### src/rtl/div_reconstruct_seq.sv
// Rebuilds numerator = quotient*divisor + remainder with a shift-add multiplier,
// flagging zero divisors and out-of-range remainders.
module div_reconstruct_seq #(
  parameter int QW = 16,
  parameter int DW = 8
) (
  input  logic               clk,
  input  logic               rst_n,
  input  logic               in_valid,
  output logic               in_ready,
  input  logic [QW-1:0]      quotient,
  input  logic [DW-1:0]      divisor,
  input  logic [DW-1:0]      remainder,
  output logic               out_valid,
  input  logic               out_ready,
  output logic [QW+DW-1:0]   numerator,
  output logic               div_zero,
  output logic               rem_err
);

  localparam int AW = QW + DW;
  localparam int CW = $clog2(DW + 1);

  typedef enum logic [1:0] {
    IDLE = 2'd0,
    MUL  = 2'd1,
    DONE = 2'd2
  } state_t;

  state_t          state_q, state_d;
  logic [CW-1:0]   count_q, count_d;
  logic [AW-1:0]   acc_q, acc_d;
  logic [AW-1:0]   mcand_q, mcand_d;
  logic [DW-1:0]   mplier_q, mplier_d;
  logic [AW-1:0]   numerator_q, numerator_d;
  logic            div_zero_q, div_zero_d;
  logic            rem_err_q, rem_err_d;
  logic            in_ready_q, in_ready_d;
  logic            out_valid_q, out_valid_d;

  // Next-state, datapath and registered-output computation.
  always_comb begin
    state_d     = state_q;
    count_d     = count_q;
    acc_d       = acc_q;
    mcand_d     = mcand_q;
    mplier_d    = mplier_q;
    numerator_d = numerator_q;
    div_zero_d  = div_zero_q;
    rem_err_d   = rem_err_q;
    case (state_q)
      IDLE: begin
        if (in_valid) begin
          state_d    = MUL;
          count_d    = {CW{1'b0}};
          acc_d      = {{QW{1'b0}}, remainder};
          mcand_d    = {{DW{1'b0}}, quotient};
          mplier_d   = divisor;
          div_zero_d = (divisor == {DW{1'b0}});
          rem_err_d  = (divisor != {DW{1'b0}}) && (remainder >= divisor);
        end else begin
          state_d = IDLE;
        end
      end
      MUL: begin
        // DW add cycles then one publish cycle: count==DW means all bits consumed.
        if (count_q == CW'(DW)) begin
          state_d     = DONE;
          numerator_d = acc_q;
        end else begin
          if (mplier_q[0]) begin
            acc_d = acc_q + mcand_q;
          end else begin
            acc_d = acc_q;
          end
          mcand_d  = mcand_q << 1;
          mplier_d = mplier_q >> 1;
          count_d  = count_q + CW'(1);
        end
      end
      DONE: begin
        if (out_ready) begin
          state_d = IDLE;
        end else begin
          state_d = DONE;
        end
      end
      default: begin
        state_d = IDLE;
      end
    endcase
    in_ready_d  = (state_d == IDLE);
    out_valid_d = (state_d == DONE);
  end

  // State and datapath registers; reset abandons any job in flight.
  always_ff @(posedge clk or negedge rst_n) begin
    if (!rst_n) begin
      state_q     <= IDLE;
      count_q     <= {CW{1'b0}};
      acc_q       <= {AW{1'b0}};
      mcand_q     <= {AW{1'b0}};
      mplier_q    <= {DW{1'b0}};
      numerator_q <= {AW{1'b0}};
      div_zero_q  <= 1'b0;
      rem_err_q   <= 1'b0;
      in_ready_q  <= 1'b1;
      out_valid_q <= 1'b0;
    end else begin
      state_q     <= state_d;
      count_q     <= count_d;
      acc_q       <= acc_d;
      mcand_q     <= mcand_d;
      mplier_q    <= mplier_d;
      numerator_q <= numerator_d;
      div_zero_q  <= div_zero_d;
      rem_err_q   <= rem_err_d;
      in_ready_q  <= in_ready_d;
      out_valid_q <= out_valid_d;
    end
  end

  assign in_ready  = in_ready_q;
  assign out_valid = out_valid_q;
  assign numerator = numerator_q;
  assign div_zero  = div_zero_q;
  assign rem_err   = rem_err_q;

endmodule

### config.mk
export PLATFORM = sky130hd
export DESIGN_NAME = div_reconstruct_seq
export DESIGN_NICKNAME = d
export VERILOG_FILES = /design/src/rtl/div_reconstruct_seq.sv
export SDC_FILE = /design/constraint.sdc
export NUM_CORES = 1
export LEC_CHECK = 0
export ABC_AREA = 0
export CAP_MARGIN = 40
export CORE_ASPECT_RATIO = 1.4
export CORE_MARGIN = 2
export CORE_UTILIZATION = 30
export CTS_CLUSTER_SIZE = 25
export DETAILED_ROUTE_END_ITERATION = 12
export PLACE_DENSITY = 0.51
export RECOVER_POWER = 100
export SETUP_SLACK_MARGIN = 0.2
export SLEW_MARGIN = 20
export SYNTH_ARGS = -nofsm -noshare
export SYNTH_HDL_FRONTEND = slang
export SYNTH_SLANG_ARGS = --single-unit
### constraint.sdc
create_clock -name clk -period 3.6 [get_ports clk]
set_clock_uncertainty 0.2 [all_clocks]
set_input_delay 0.54 -clock clk [delete_from_list [all_inputs] [get_ports clk]]
set_output_delay 0.54 -clock clk [all_outputs]
set_load 0.01 [all_outputs]
Word level (Yosys, flattened, before mapping)
Index checks and enable logic that the tools add are counted.

word-level totals
  register bits after elaboration = 90

cells by class
  $add $sub $neg = 2
  magnitude comparators = 1
  eq/ne operators = 7
  muxes and demuxes = 17
  reduce and logical (&&, ||, !) cells = 10

operator list
  kind                 count
  $mux 24              5
  $pmux 24 s2          2
  $add 24x24->24       1
  $mux 8               2
  $pmux 8 s2           1
  $ge 8x8->1           1
  $logic_not 8->1      1
  $mux 4               2
  $pmux 4 s2           1
  $reduce_bool 8->1    1
  $ne 2x2->1 const B   3
  $pmux 2 s3           1
  $add 4x1->4 const B  1
  $eq 2x2->1 const B   2
  $eq 4x4->1 const B   1
  $logic_not 2->1      2
  $mux 2               2
  $reduce_and 2->1     2
  $reduce_and 4->1     1
  $reduce_and 3->1     1
  $eq 2x1->1 const B   1
  $reduce_bool 2->1    1
  $logic_and 1x1->1    1
  $mux 1               1

Depth between registers and ports, before layout
  depth after elaboration = 4
  gate-level depth with buffers = 10
  mapped depth without buffers = 10

Worst setup path after synthesis
No wires, ideal clock.

  kind = reg2reg
  start = reg mcand_q[0]
  end = reg acc_q[16]
  setup time = 0.122 ns
  data arrival time = 2.432 ns
  setup slack = 0.847 ns
  cell stages (with the launch flop) = 11
  buffers on the path = 0
  cell sequence = dfrtp_1 -> ha_1 -> inv_1 -> fa_1 -> nor2b_4 -> o211ai_1 -> a311o_2 -> a211oi_4 -> o31a_1 -> o21ai_1 -> a32o_1

on the way
  cells in the longest elaborated chain, start to end = 4

RTL lines
  what                      RTL line  source
  start: declaration        33        logic [AW-1:0] mcand_q, mcand_d;
  start signal: assignment  102       mcand_q <= {AW{1'b0}};
  start signal: assignment  113       mcand_q <= mcand_d;
  $add 24x24->24            72        acc_d = acc_q + mcand_q;
  $mux 24                   71        if (mplier_q[0]) begin
  $mux 24                   67        if (count_q == CW'(DW)) begin
  $pmux 24 s2               51        case (state_q)
  end signal: assignment    101       acc_q <= {AW{1'b0}};
  end: declaration          32        logic [AW-1:0] acc_q, acc_d;

Every way passes these cells. The select of a mux whose other input is x is not followed.
A chain may end at the register's enable or synchronous reset.

Worst setup path after layout
Same ends and word-level chain as after synthesis.

==> reports/qor.txt <==
Leak Pwr: 2.842 nW
Critical Path AT: 3160 ps
Cell Count Post-Placement: 778
clock latency on the worst-skew pair: 340 ps
DRT Wirelength: 12.40 mm
library cells used by synthesis: 57
Yosys Warn Count: 0
top-area cell type share of the netlist area: 44.51%
Cell Area, Synth: 5004 sq um
total grt overflow: 0
Max Slew Vio Count: 25
largest net degree at the start of global routing: 53
buffer count from post-CTS setup fixing: 0
DR iter-0 viols: 173
worst rel slew slack: -11.13%
antenna cells: 0
critical path depth in cells: 10
kind of critical path: register to register
crit path max fanout: 4
Finished Layout Cells: 794
Post-Syn Instances: 532
Fin Hold WS: 282.2 ps
CTS tree: done
number of global-route vias before repair: 4104
GP Congestion: 0.8784
hold_buf cts: 0
CORE AREA: 16240 sq um
first-pass GRT wire length: 20.51 mm
Total GRT Usage: 14.65%
Synth Flop Type: dfrtp_1
layout cells sized above 1: 8.908%
CP max stage cell: a311o_2
Synth-to-Final Area Change: 21.98%
worst hold-check path type: input pin to asynchronous set/reset pin
most frequent cell after synthesis: nand2_1
die width: 113.1 um
Tcrit/Tclk final: 87.16%
fin area: 6103 sq um
critical path required time: 3630 ps
TNS Setup: 0 ps
initial antenna violation count: 0
clock buffer depth: 2
CP Launch Type: register
final antenna-violating net count: 0
Post-synth top cells: nand2_1 (94), dfrtp_1 (89), nor2_1 (41)
TritonCTS Buffers: 9
failing checks: DRC, capacitance limit, slew limit
slowest stage delay, CP: 490 ps
First-pass DRT Iterations: 8
post-synthesis sequential area ratio: 45.04%
Residual DRC: 5
EDFF count, synth: 0
Clock Sinks: 90
Site Rows: 55
dpl cell area: 5863 sq um
Starting Density: 30.81%
Max Fclk: 0.3187 GHz
Final Critical Period: 3138 ps
clock root cell: clkbuf_16
worst setup margin: 462.1 ps
unrepaired setup endpoints after global routing: false
pwr dens: 992.0 nW/um^2
MaxCap Viol Count: 1
Nets: 660
total power: 6.054 mW
post-CTS sizing: 0
DR vias/cell: 5.009
Mapped Avg Cell Area: 9.405 sq um
H-tree levels: 3
status: finished, violations left
R2R cell count: 10
final setup vio count: 0
register bit count reported by yosys: 90
CP Cell Sequence: ha_1 -> inv_1 -> fa_1 -> nor2b_1 -> o211ai_1 -> a311o_2 -> a211oi_4 -> o31a_1 -> o21ai_0 -> a32o_1
utilization after layout: 37.58%
Synthesized Nets: 602
Worst-path clk slew: 70 ps
asr flop ratio synth: 100.0%
Place WS: 543.0 ps
R2R setup slack: 460 ps
Buffers & Inverters on Critical Path: 1
overall die area: 17740 sq um
WL per Instance: 15.62 um
dominant cells by area after synthesis: dfrtp_1 (45%), ha_1 (8.3%), nand2_1 (7.1%)
CP delay by family, top: compound AO/OA/AOI/OAI gates
critical path capture point type: register
Port Buffer Count: 63
worst ir drop on vdd: 307.3 uV
final hold violation count: 0
Die H: 156.8 um
cell taking the most area after synthesis: dfrtp_1
worst slew pin tran: 1667 ps
dpl hpwl: 9.221 mm
via count: 3977
I/O Pins: 64
-- logic make-up (layout without fill, tap and decap cells) --
group                      count (synthesis)  count (layout)  synth area share [%]
and+or+nand+nor                          184             184                 16.15
AOI/OAI and AO/OA                        137             137                 17.68
DFF                                       90              90                 45.04
buffers and inverters                     41             104                 3.101
adders and majority gates                 34              34                 8.652
muxes                                     28              28                 6.227
xor gates and xnor gates                  18              18                 3.151
-- flip-flops by register name, summed over array words and instances (netlist names) --
| register | cells |
|---|---|
| acc_q | 24 |
| mcand_q | 24 |
| numerator | 24 |
| mplier_q | 8 |
| count_q | 4 |
| state_q | 2 |
| div_zero | 1 |
| in_ready | 1 |
| out_valid | 1 |
| rem_err | 1 |
-- report_power, final --
group | internal (mW) | switching, mW
combinational | 1.41 | 1.90
clock | 0.541 | 0.399
sequential | 1.48 | 0.328
total | 3.43 | 2.63
-- worst paths after layout --
| kind | from | endpoint |
|---|---|---|
| setup / recovery | mcand_q[0]$_DFFE_PN0P_ | acc_q[16]$_DFFE_PN0P_ |
| max in group asynchronous | rst_n | numerator[1]$_DFFE_PN0P_ |
| min in group clk | rem_err$_DFFE_PN0P_ | rem_err$_DFFE_PN0P_ |
| setup reg to reg | mcand_q[0]$_DFFE_PN0P_ | acc_q[16]$_DFFE_PN0P_ |
| hold / removal | rst_n | numerator[4]$_DFFE_PN0P_ |
| hold reg to reg | rem_err$_DFFE_PN0P_ | rem_err$_DFFE_PN0P_ |
-- final cells by class --
class                      instances  area, sq um
fill                            1647        10140
multi-input combinational        401         2572
sequential                        90         2253
timing repair buffer              70        665.6
tap                              199        249.0
clock buffer                      10        229.0
inverter                          18        67.56
clock inverter                     6        66.31
-- metal layers --
| metal | up-vias | wire [um] | GRT usage [%] |
|---|---|---|---|
| met5 | - | 0 | 0 |
| met4 | 0 | 244 | 4.936 |
| met3 | 17 | 464 | 2.440 |
| met2 | 72 | 6314 | 26.58 |
| met1 | 1898 | 5380 | 17.43 |
| li1 | 1990 | - | - |
-- placed cells by master (no fill, tap or decap), types with 6 or more instances in the layout --
cell type and instances:
nand2_1 94, dfrtp_1 89, nor2_1 41, o21ai_0 40, ha_1 33, clkdlybuf4s50_1 32, a21oi_1 31, dlygate4sd3_1 30
mux2_2 25, inv_1 18, nand3_1 17, a31oi_1 17, a21o_1 14, xnor2_1 9, xor2_1 9, clkbuf_16 9
nand2b_1 6
No activity file was read; power rests on OpenSTA's default activity.
